--- src/rtl/mem_access_pkg.sv ---
// Shared types and constants for the CPU-to-Data_RAM access sequencer.
// Latency: n/a (declarations only).
// Backpressure: n/a (declarations only).
package mem_access_pkg;

   // Default RAM geometry: 64 KiB of byte-wide storage.
   localparam int ADDR_W_DEF = 16;
   localparam int DATA_W_DEF = 8;

   // Bytes moved by a 16-bit word access.
   localparam int WORD_BYTES = 2;

   typedef enum logic [1:0] {
      IDLE    = 2'd0,
      ISSUE   = 2'd1,
      CAPTURE = 2'd2,
      RESP    = 2'd3
   } mau_state_t;

endpackage

--- src/rtl/mem_access_unit.sv ---
// Sequences CPU byte/word requests onto a byte-wide synchronous Data_RAM.
// Latency (accept edge to rsp_valid): byte wr 2, byte rd 3, word wr 3, word rd 5 cycles.
// Backpressure: req_ready is high only in IDLE; the requester holds req_* until accepted.
//
// Ports: clk, rst (async, active-low); req_valid/req_ready/req_write/req_word/req_addr/req_wdata
//        CPU request; rsp_valid (1-cycle pulse) / rsp_rdata read result; ram_we/ram_addr/
//        ram_wdata drive the RAM, ram_rdata is its registered data_out.
// Build option: define MEM_WORD_EN to enable 16-bit little-endian (two-byte) accesses;
//        without it req_word is ignored and every access is a single byte.
module mem_access_unit
   import mem_access_pkg::*;
#(
   parameter int ADDR_W = ADDR_W_DEF,
   parameter int DATA_W = DATA_W_DEF
) (
   input  logic              clk,
   input  logic              rst,
   input  logic              req_valid,
   output logic              req_ready,
   input  logic              req_write,
   input  logic              req_word,
   input  logic [ADDR_W-1:0] req_addr,
   input  logic [15:0]       req_wdata,
   output logic              rsp_valid,
   output logic [15:0]       rsp_rdata,
   output logic              ram_we,
   output logic [ADDR_W-1:0] ram_addr,
   output logic [DATA_W-1:0] ram_wdata,
   input  logic [DATA_W-1:0] ram_rdata
);

   mau_state_t state;
   logic       write_q;

   // ram_addr doubles as the latched request address: it is loaded at acceptance
   // and only ever advanced by one for the second byte of a word access.
`ifdef MEM_WORD_EN
   logic              word_q;
   logic              byte_idx;
   logic [DATA_W-1:0] hi_q;      // upper write byte, issued on the second pass
   logic              last_byte;

   assign last_byte = !word_q || (byte_idx == 1'(WORD_BYTES - 1));
`else
   // Word-access inputs have no function in the byte-only build.
   logic unused_word_inputs;
   assign unused_word_inputs = ^{req_word, req_wdata[15:DATA_W]};
`endif

   always_ff @(posedge clk or negedge rst) begin
      if (!rst) begin
         state     <= IDLE;
         req_ready <= 1'b1;
         rsp_valid <= 1'b0;
         rsp_rdata <= '0;
         ram_we    <= 1'b0;
         ram_addr  <= '0;
         ram_wdata <= '0;
         write_q   <= 1'b0;
`ifdef MEM_WORD_EN
         word_q    <= 1'b0;
         byte_idx  <= 1'b0;
         hi_q      <= '0;
`endif
      end else begin
         case (state)
            IDLE: begin
               // req_ready is 1 throughout IDLE, so req_valid alone marks acceptance.
               if (req_valid) begin
                  state     <= ISSUE;
                  req_ready <= 1'b0;
                  write_q   <= req_write;
                  ram_we    <= req_write;
                  ram_addr  <= req_addr;
                  ram_wdata <= req_wdata[DATA_W-1:0];
`ifdef MEM_WORD_EN
                  word_q    <= req_word;
                  byte_idx  <= 1'b0;
                  hi_q      <= req_wdata[DATA_W +: DATA_W];
`endif
               end
            end

            ISSUE: begin
               ram_we <= 1'b0;
               if (!write_q) begin
                  state <= CAPTURE;
               end
`ifdef MEM_WORD_EN
               else if (!last_byte) begin
                  // Second byte of a word write: stay in ISSUE for one more strobe.
                  byte_idx  <= 1'b1;
                  ram_addr  <= ram_addr + ADDR_W'(1);
                  ram_wdata <= hi_q;
                  ram_we    <= 1'b1;
               end
`endif
               else begin
                  state     <= RESP;
                  rsp_valid <= 1'b1;
               end
            end

            CAPTURE: begin
               // RAM data_out for the address presented in ISSUE is valid this cycle.
`ifdef MEM_WORD_EN
               if (byte_idx) rsp_rdata[DATA_W +: DATA_W] <= ram_rdata;
               else          rsp_rdata <= {{(16 - DATA_W){1'b0}}, ram_rdata};
               if (last_byte) begin
                  state     <= RESP;
                  rsp_valid <= 1'b1;
               end else begin
                  byte_idx <= 1'b1;
                  ram_addr <= ram_addr + ADDR_W'(1);
                  state    <= ISSUE;
               end
`else
               rsp_rdata <= {{(16 - DATA_W){1'b0}}, ram_rdata};
               state     <= RESP;
               rsp_valid <= 1'b1;
`endif
            end

            RESP: begin
               rsp_valid <= 1'b0;
               req_ready <= 1'b1;
               state     <= IDLE;
            end

            default: begin
               state     <= IDLE;
               req_ready <= 1'b1;
               rsp_valid <= 1'b0;
               ram_we    <= 1'b0;
            end
         endcase
      end
   end

endmodule

--- config.mk ---
export PLATFORM = sky130hd
export DESIGN_NAME = mem_access_unit
export DESIGN_NICKNAME = d
export VERILOG_FILES = /design/src/rtl/mem_access_pkg.sv /design/src/rtl/mem_access_unit.sv
export SDC_FILE = /design/constraint.sdc
export NUM_CORES = 1
export LEC_CHECK = 0
export BUFFER_PORTS_ARGS = -buffer_cell sky130_fd_sc_hd__buf_2
export CORE_ASPECT_RATIO = 1.25
export CORE_MARGIN = 8
export CORE_UTILIZATION = 44
export CTS_CLUSTER_DIAMETER = 120
export DETAILED_ROUTE_END_ITERATION = 6
export PLACE_DENSITY = 0.84
export REMOVE_ABC_BUFFERS = 1
export SLEW_MARGIN = 30
export SYNTH_ARGS = -nofsm -noshare
export SYNTH_HDL_FRONTEND = slang
export SYNTH_SLANG_ARGS = --single-unit
--- constraint.sdc ---
create_clock -name clk -period 1.85 [get_ports clk]
set_input_delay 0.37 -clock clk [delete_from_list [all_inputs] [get_ports clk]]
set_output_delay 0.37 -clock clk [all_outputs]
set_load 0.01 [all_outputs]
==> results.txt, run 1 <==
Top-Level Pins - 88
per-cell routed wire length - 15.4 um
Hold Crit Class - primary input to register
Hold Path Depth - 2
root buf cell - clkbuf_8
TNS Setup - 0 ns
Die ar. - 6080 um^2
commonest cells in the netlist - 37 x dfrtp_1, 20 x mux2_4, 13 x mux2_2, 8 x buf_4, 6 x ha_1
Worst Hold End - ram_addr[8]$_DFFE_PN0P_
Area contributors post-synth - dfrtp_1 55%, mux2_4 18%, mux2_2 8.7%, ha_1 4.5%, buf_4 3.6%
Vias - 1097
initial antenna violation count - 0
sequential-to-total area share from yosys stat - 56.5%
count leader, synth - dfrtp_1
reg2reg end - ram_wdata[6]$_DFFE_PN0P_
RSZ-0062 raised after global routing - no
postcts setup bufs - 0
Post-synth EDFFs - 0
CTS resizes - 0
global-route wire length before repair - 5.87 mm
WP data arrival - 1.82 ns
port bufs - 70
Setup crit start kind - register
clk sinks - 38
chip width - 71.4 um
Yosys warning total - 0
fin crit period - 1.65 ns
Hold WS - 0.313 ns
largest family of logic cells by synthesized area - multiplexers
DRC - 0
Synth Register Bits - 38
remaining antenna violation count - 0
Final setup viols - 0
Post-Syn Area per Cell - 15.3 um^2
Syn-to-layout area delta - 30.2%
Post-Syn Area - 1690 um^2
LEAKAGE - 0.00118 uW
vias in the first global route - 1285
Achievable Freq - 0.606 GHz
Max VDD drop - 0.000903 V
CTS buffer count - 5
Nets - 237
worst-path fanout max - 25
clock skew - 0.00444 ns
fill count - 309
post-synth top area share - 54.9%
share of layout cells above drive strength 1 - 62.0%
post-synthesis adder-cell area fraction - 4.45%
final period utilization - 89.2%
die height - 85.2 um
DRT Wirelength - 3.49 mm
worst hold start - req_addr[8]
Post-Synth Simple-Gate Area - 3.19%
source of the critical timing path - state[0]$_DFFE_PN0P_
final hold violations - 0
Worst R2R Path Depth - 4
prevailing post-synth register cell - dfrtp_1
max_cap viols - 0
Starting Density - 45.3%
non-filler instance count after layout - 227
worst r2r src - state[0]$_DFFE_PN0P_
mux contribution to synthesized area - 27.1%
core area - 3720 um^2
Distinct cells, synth - 21
Clock Latency Late Sink - 0.28 ns
Power Density - 1850 nW/um^2
DPL Wire Length - 2.78 mm
Mapped Cells - 110
CP Capture Type - register
XOR/XNOR Fraction of Synth Area - 0%
DR iter-0 viols - 23
critical path class - register to register
r2r setup slk - 0.20 ns
placed insts - 218
Max Buffers Root-to-Sink - 2
Reg clk slew, reported paths - 0.07 ns
FP Rows - 25
CTS tree - done
status - completed
post-synthesis compound-gate area fraction - 2.67%
aggregate global-route resource usage - 12.2%
Congestion Overflow GR - 0
CP Data Required Time - 2.02 ns
Yosys top cell by area - dfrtp_1
pin count of the biggest net entering global routing - 26
Via-to-Cell Ratio - 4.83
GP Congestion - 0.750
H-tree depth - 2
TritonRoute pass-1 iters - 3
Final Slew Violations - 0
asr flop ratio synth - 100%
Total Power - 4050 uW
final antenna diode count - 0
## per-stage QoR
stage	cell area (um^2)	worst slack, ns	utilization, %
floorplan	1620	0.283	-
global placement	2040	0.235	54.9
detailed placement	2040	0.205	54.9
CTS	2200	0.195	59.0
global route	2200	0.0979	59.0
finish	2200	0.200	59.0
## critical path: stages, from the launching register on
cell and delay [ns]:
dfrtp_1 0.40, inv_1 0.12, ha_1 0.26, nand2_4 0.35
mux2_2 0.38
## sequential cells by signal (all words and copies together), names as in the netlist
register	cells
ram_addr	16
ram_wdata	8
rsp_rdata	8
state	2
ram_we	1
req_ready	1
rsp_valid	1
write_q	1
## final cells by class
class	count	area (um^2)	area share, %
Tap cell	40	50.0	2.28
Clock buffer	6	82.6	3.76
Timing Repair Buffer	74	383	17.4
Sequential cell	38	952	43.4
Clock inverter	2	60.1	2.74
Inverter	2	7.51	0.342
Multi-Input combinational cell	65	661	30.1
## cell families (layout without fill, tap and decap cells)
group | after synthesis | in the layout
DFF | 38 | 38
muxes | 34 | 34
buffers and inverters | 14 | 84
and+or+nand+nor | 9 | 9
AOI/OAI and AO/OA | 8 | 8
adders and majority gates | 6 | 6
other | 1 | 8
## metal layers
layer,routed length (um),up-vias,GRT usage (%)
li1,-,507,-
met1,1320,533,12.8
met2,1740,51,19.7
met3,386,6,7.43
met4,42,0,3.98
met5,0,-,0
## layout by cell type, fill, tap and decap left out
cell           Yosys  final
nand4b_1           1      1
mux2i_1            1      1
ha_1               6      6
mux2_2            13     13
nor2b_1            2      2
o21ai_0            4      4
dlygate4sd3_1      0      1
a211oi_1           1      1
inv_1              2      2
buf_2              2     70
a21oi_1            2      2
clkbuf_8           0      6
nor2_1             2      2
nand2_4            1      1
dfstp_2            1      1
dfrtp_1           37     37
buf_4              8      3
conb_1             1      8
bufinv_16          0      2
nand2b_1           1      1
mux2_4            20     20
nand2_1            2      2
o31ai_1            1      1
## where the power goes
part / internal (uW) / leakage (uW) / switching [uW]
clock network: 575 / 0.0000714 / 277
registers: 1270 / 0.000448 / 231
logic: 943 / 0.000664 / 754
## timing repair
item / in CTS / in global routing
hold buffers: 1 / 0
setup endpoints to repair: 0 / 0
hold endpoints to repair: 14 / 0
## worst max-delay path by stage
stage,to,slack [ns],cells after the start
finish,ram_wdata[6]$_DFFE_PN0P_,0.20,4
floorplan,ram_addr[0]$_DFFE_PN0P_,0.28,4
detailed placement,ram_addr[2]$_DFFE_PN0P_,0.21,4
global route,ram_addr[0]$_DFFE_PN0P_,0.1,4
global placement,ram_addr[0]$_DFFE_PN0P_,0.23,4
CTS,ram_wdata[6]$_DFFE_PN0P_,0.19,4
No activity file was read; power rests on OpenSTA's default activity.
==> inputs of run 2 (changes only) <==
--- a/config.mk
+++ b/config.mk
@@ -5,7 +5,7 @@
 export SDC_FILE = /design/constraint.sdc
 export NUM_CORES = 1
 export LEC_CHECK = 0
-export BUFFER_PORTS_ARGS = -buffer_cell sky130_fd_sc_hd__buf_2
+export BUFFER_PORTS_ARGS = -buffer_cell sky130_fd_sc_hd__buf_4
 export CORE_ASPECT_RATIO = 1.25
 export CORE_MARGIN = 8
 export CORE_UTILIZATION = 44
==> results.txt, run 2 (same netlist as run 1, synthesis figures left out) <==
leading cell type in the layout, fill and taps excluded - buf_4 (was buf_2)
max_cap viols - 0 (unchanged)
Congestion Overflow GR - 0 (unchanged)
placed inst area - 2200 um^2 (was 2040 um^2)
most frequent cells in the layout - 71 x buf_4, 37 x dfrtp_1, 20 x mux2_4 (was 70 x buf_2, 37 x dfrtp_1, 20 x mux2_4)
Power Density - 1770 nW/um^2 (was 1850 nW/um^2)
Design Area, Final - 2290 um^2 (was 2200 um^2)
Reg with most FFs - ram_addr (unchanged)
CP bufs+invs - 1 (unchanged)
DR iter-0 viols - 11 (was 23)
global-route wire length before repair - 6.26 mm (was 5.87 mm)
chip width - 71.4 um (unchanged)
max incr delay on CP - 0.42 ns (was 0.40 ns)
Hold Crit Class - primary input to asynchronous set/reset pin (was primary input to register)
clock skew - 0.00675 ns (was 0.00444 ns)
Via-to-Cell Ratio - 4.77 (was 4.83)
final antenna diode count - 0 (unchanged)
CP Data Required Time - 2.01 ns (was 2.02 ns)
Starting Density - 45.3% (unchanged)
CP max stage cell - dfrtp_1 (unchanged)
Worst R2R Path Depth - 4 (unchanged)
CTS Hold Bufs - 0 (was 1)
DRT Wirelength - 3.90 mm (was 3.49 mm)
TritonRoute pass-1 iters - 4 (was 3)
Max VDD drop - 0.000877 V (was 0.000903 V)
Final setup viols - 0 (unchanged)
Vias - 1069 (was 1097)
DRC - 0 (unchanged)
Achievable Freq - 0.596 GHz (was 0.606 GHz)
FP Rows - 25 (unchanged)
Crit path max-delay family - flip-flops (unchanged)
critical path class - register to register (unchanged)
status - completed (unchanged)
Reg clk slew, reported paths - 0.07 ns (about the same)
aggregate global-route resource usage - 13.1% (was 12.2%)
final hold violations - 0 (unchanged)
Largest regs - ram_addr x16, ram_wdata x8, rsp_rdata x8 (unchanged)
Stages on worst setup path - 4 (unchanged)
Max Buffers Root-to-Sink - 2 (unchanged)
remaining antenna violation count - 0 (unchanged)
Hold WS - 0.0429 ns (was 0.313 ns)
clk sinks - 38 (unchanged)
vias in the first global route - 1263 (was 1285)
worst-path fanout max - 25 (unchanged)
Clock Latency Late Sink - 0.28 ns (about the same)
die height - 85.2 um (unchanged)
combinational fraction of design power - 48.1% (was 41.9%)
Multi-input gate area - 661 um^2 (unchanged)
per-cell routed wire length - 17.4 um (was 15.4 um)
Net Sw Frac - 32.6% (was 31.1%)
LEAKAGE - 0.00120 uW (was 0.00118 uW)
Final Slew Violations - 0 (unchanged)
initial antenna violation count - 0 (unchanged)
CP Capture Type - register (unchanged)
pin count of the biggest net entering global routing - 39 (was 26)
CTS resizes - 0 (unchanged)
port bufs - 70 (unchanged)
fill count - 286 (was 309)
TNS Setup - 0 ns (unchanged)
Syn-to-layout area delta - 36.1% (was 30.2%)
H-tree depth - 2 (unchanged)
Sw Pwr - 1330 uW (was 1260 uW)
internal power - 2740 uW (was 2790 uW)
postcts setup bufs - 0 (unchanged)
share of layout cells above drive strength 1 - 61.4% (was 62.0%)
WP data arrival - 1.84 ns (was 1.82 ns)
Top-Level Pins - 88 (unchanged)
core area - 3720 um^2 (unchanged)
max reg flops - 16 (unchanged)
RSZ-0062 raised after global routing - no (unchanged)
CTS buffer count - 5 (unchanged)
sequential power share - 37.8% (was 37.1%)
Reg area - 952 um^2 (unchanged)
GP Congestion - 0.765 (was 0.750)
Setup crit start kind - register (unchanged)
final period utilization - 90.7% (was 89.2%)
clock power share - 14.2% (was 21.0%)
fin crit period - 1.68 ns (was 1.65 ns)
root buf cell - clkbuf_8 (unchanged)
CTS tree - done (unchanged)
DPL Wire Length - 3.05 mm (was 2.78 mm)
Nets - 234 (was 237)
Die ar. - 6080 um^2 (unchanged)
worst-path cell chain - inv_1 > ha_1 > nand2_4 > mux2_2 (unchanged)
[run 2: cell types whose count changed in the layout (fill, tap and decap cells not counted), sizes merged]
cell and delta:
bufinv -2, buf -2, clkinv +1, dlygate4sd3 -1, clkbuf +1
[run 2: power groups by stage]
stage / clock [uW] / sequential (uW) / combinational (uW)
final: 577 / 1540 / 1960
after CTS: 600 / 1540 / 2000
after global placement: 0 / 1520 / 1900
after floorplan: 0 / 1700 / 901
after detailed placement: 0 / 1540 / 1990
after global routing: 626 / 1590 / 2120
[run 2: worst paths after layout]
path | start | end | slack, ns
setup / recovery | state[0]$_DFFE_PN0P_ | ram_addr[3]$_DFFE_PN0P_ | 0.17
min in group clk | req_wdata[4] | ram_wdata[4]$_DFFE_PN0P_ | 0.31
max in group asynchronous | rst | req_ready$_DFFE_PN1P_ | 1.45
hold / removal | rst | ram_addr[6]$_DFFE_PN0P_ | 0.04
hold reg to reg | rsp_valid$_DFFE_PN0P_ | rsp_valid$_DFFE_PN0P_ | 0.51
setup reg to reg | state[0]$_DFFE_PN0P_ | ram_addr[3]$_DFFE_PN0P_ | 0.17
[run 2: area by class of cell]
type	count	area share [%]
clock buffers	7	3.76
clock inverters	1	0.218
inverters	2	0.327
multi-input cells	65	28.8
flip-flops and latches	38	41.5
well taps	40	2.18
repair buffers	71	23.2
[run 2: worst register-to-register path, stage by stage, from the launching register on]
cell and delay (ns):
dfrtp_1 0.42, inv_1 0.13, ha_1 0.27, nand2_4 0.35, mux2_2 0.39
[run 2: through the flow]
stage	utilization [%]	total power (uW)	worst slack (ns)	instances
6_report	61.6	4070	0.173	224
5_1_grt	61.6	4340	0.0862	224
4_1_cts	61.6	4130	0.165	224
3_5_place_dp	59.2	3530	0.189	216
3_3_place_gp	59.2	3420	0.277	216
2_1_floorplan	-	2600	0.283	105
[run 2: layer usage]
metal | vias up | track usage, % | routed length, um
li1 | 500 | - | -
met1 | 515 | 13.5 | 1470
met2 | 50 | 21.2 | 1990
met3 | 4 | 7.78 | 397
met4 | 0 | 4.74 | 40
met5 | - | 0 | 0
==> inputs of run 3 (changes only) <==
--- a/config.mk
+++ b/config.mk
@@ -7,7 +7,6 @@
 export LEC_CHECK = 0
 export BUFFER_PORTS_ARGS = -buffer_cell sky130_fd_sc_hd__buf_4
 export CORE_ASPECT_RATIO = 1.25
-export CORE_MARGIN = 8
 export CORE_UTILIZATION = 44
 export CTS_CLUSTER_DIAMETER = 120
 export DETAILED_ROUTE_END_ITERATION = 6
==> results.txt, run 3 (same netlist as run 1, synthesis figures left out) <==
max_cap viols - 0 (unchanged)
GP Congestion - 0.721 (was 0.765)
clk sinks - 38 (unchanged)
Nets - 234 (unchanged)
failing checks - DRC
RSZ-0062 raised after global routing - no (unchanged)
Clock Latency Late Sink - 0.28 ns (about the same)
die height - 71.2 um (was 85.2 um)
pin count of the biggest net entering global routing - 39 (unchanged)
Die ar. - 4090 um^2 (was 6080 um^2)
LEAKAGE - 0.00121 uW (was 0.00120 uW)
critical path class - register to register (unchanged)
root buf cell - clkbuf_8 (unchanged)
WP data arrival - 1.82 ns (was 1.84 ns)
Worst R2R Path Depth - 4 (unchanged)
remaining antenna violation count - 0 (unchanged)
Reg clk slew, reported paths - 0.07 ns (about the same)
reg2reg end - ram_wdata[6]$_DFFE_PN0P_ (was ram_addr[3]$_DFFE_PN0P_)
Final setup viols - 0 (unchanged)
Congestion Overflow GR - 0 (unchanged)
CP max stage cell - dfrtp_1 (unchanged)
Hold Crit Class - primary input to asynchronous set/reset pin (unchanged)
Top-Level Pins - 88 (unchanged)
status - complete, but fails checks (was completed)
DRT Wirelength - 3.28 mm (was 3.90 mm)
DPL Wire Length - 2.48 mm (was 3.05 mm)
setup slack at placement - 0.209 ns (was 0.189 ns)
leading cell type in the layout, fill and taps excluded - buf_4 (unchanged)
Setup crit start kind - register (unchanged)
final hold violations - 0 (unchanged)
final period utilization - 88.8% (was 90.7%)
initial antenna violation count - 0 (unchanged)
r2r setup slk - 0.21 ns (was 0.17 ns)
share of layout cells above drive strength 1 - 60.9% (was 61.4%)
Vias - 1073 (was 1069)
post-route setup slack - 0.208 ns (was 0.173 ns)
Achievable Freq - 0.609 GHz (was 0.596 GHz)
Largest regs - ram_addr x16, ram_wdata x8, rsp_rdata x8 (unchanged)
CP Capture Type - register (unchanged)
worst r2r src - state[0]$_DFFE_PN0P_ (unchanged)
H-tree depth - 2 (unchanged)
placed inst area - 2200 um^2 (about the same)
Max VDD drop - 0.000832 V (was 0.000877 V)
port bufs - 70 (unchanged)
CP Data Required Time - 2.02 ns (was 2.01 ns)
aggregate global-route resource usage - 17.8% (was 13.1%)
CTS tree - done (unchanged)
Max Buffers Root-to-Sink - 2 (unchanged)
max reg flops - 16 (unchanged)
Starting Density - 47.2% (was 45.3%)
fin crit period - 1.64 ns (was 1.68 ns)
TNS Setup - 0 ns (unchanged)
per-cell routed wire length - 14.7 um (was 17.4 um)
Power Density - 1790 nW/um^2 (was 1770 nW/um^2)
postcts setup bufs - 0 (unchanged)
Design Area, Final - 2310 um^2 (was 2290 um^2)
core area - 3570 um^2 (was 3720 um^2)
CTS buffer count - 5 (unchanged)
Reg with most FFs - ram_addr (unchanged)
worst-path fanout max - 25 (unchanged)
clock skew - 0.00274 ns (was 0.00675 ns)
chip width - 57.4 um (was 71.4 um)
Syn-to-layout area delta - 36.9% (was 36.1%)
max incr delay on CP - 0.41 ns (was 0.42 ns)
vias in the first global route - 1198 (was 1263)
FP Rows - 24 (was 25)
CTS resizes - 0 (unchanged)
DRC - 9 (was 0)
Final Slew Violations - 0 (unchanged)
worst-path cell chain - inv_1 > ha_1 > nand2_4 > mux2_2 (unchanged)
TritonRoute pass-1 iters - 6 (was 4)
Via-to-Cell Ratio - 4.81 (was 4.77)
most frequent cells in the layout - 71 x buf_4, 37 x dfrtp_1, 20 x mux2_4 (unchanged)
global-route wire length before repair - 5.39 mm (was 6.26 mm)
final antenna diode count - 0 (unchanged)
DR iter-0 viols - 16 (was 11)
CTS Hold Bufs - 0 (unchanged)
-- run 3: cell count changes in the layout (fill, tap and decap cells not counted), sizes merged --
cell    previous run  this run
bufinv             0         1
clkinv             1         0
-- run 3: per-stage QoR --
stage               total power (uW)  util [%]  cells  hold WS [ns]
finish                          4130      64.6    223        0.0320
global route                    4390      64.6    223        0.0667
CTS                             4180      64.6    223        0.0539
detailed placement              3470      61.6    215         0.364
global placement                3390      61.6    215         0.348
floorplan                       2600         -    105        0.0744
-- run 3: metal layers --
metal	vias up	global-route usage [%]	wire (um)
li1	503	-	-
met1	511	20.3	1280
met4	0	6.50	51
met5	-	0	0
met2	53	30.9	1750
met3	6	5.96	196
-- run 3: critical path, delay by kind of cell, from the launching register on --
family,cells,cell delay [ns]
adder cells (fa/ha/maj),1,0.26
buffers and inverters,1,0.12
flip-flops,1,0.41
multiplexers,1,0.39
AND/OR/NAND/NOR,1,0.35
-- run 3: cell type report --
type	instances	area (um^2)
Fill cell	264	1260
Sequential cell	38	952
Multi-Input combinational cell	65	661
Timing Repair Buffer	71	533
Clock buffer	7	76.3
Tap cell	39	48.8
Clock inverter	1	30.0
Inverter	2	7.51
-- run 3: worst max path at each step --
stage / from / to / slack, ns / depth (start not counted)
floorplan: state[0]$_DFFE_PN0P_ / ram_addr[0]$_DFFE_PN0P_ / 0.28 / 4
global placement: state[0]$_DFFE_PN0P_ / ram_addr[0]$_DFFE_PN0P_ / 0.28 / 4
detailed placement: state[0]$_DFFE_PN0P_ / ram_wdata[6]$_DFFE_PN0P_ / 0.21 / 4
CTS: state[0]$_DFFE_PN0P_ / ram_wdata[6]$_DFFE_PN0P_ / 0.20 / 4
global route: state[0]$_DFFE_PN0P_ / ram_wdata[6]$_DFFE_PN0P_ / 0.09 / 4
finish: state[0]$_DFFE_PN0P_ / ram_wdata[6]$_DFFE_PN0P_ / 0.21 / 4
-- run 3: where the power goes --
group / switching (uW) / internal [uW]
registers: 263 / 1280
logic: 749 / 1160
clock network: 274 / 403
total: 1290 / 2840
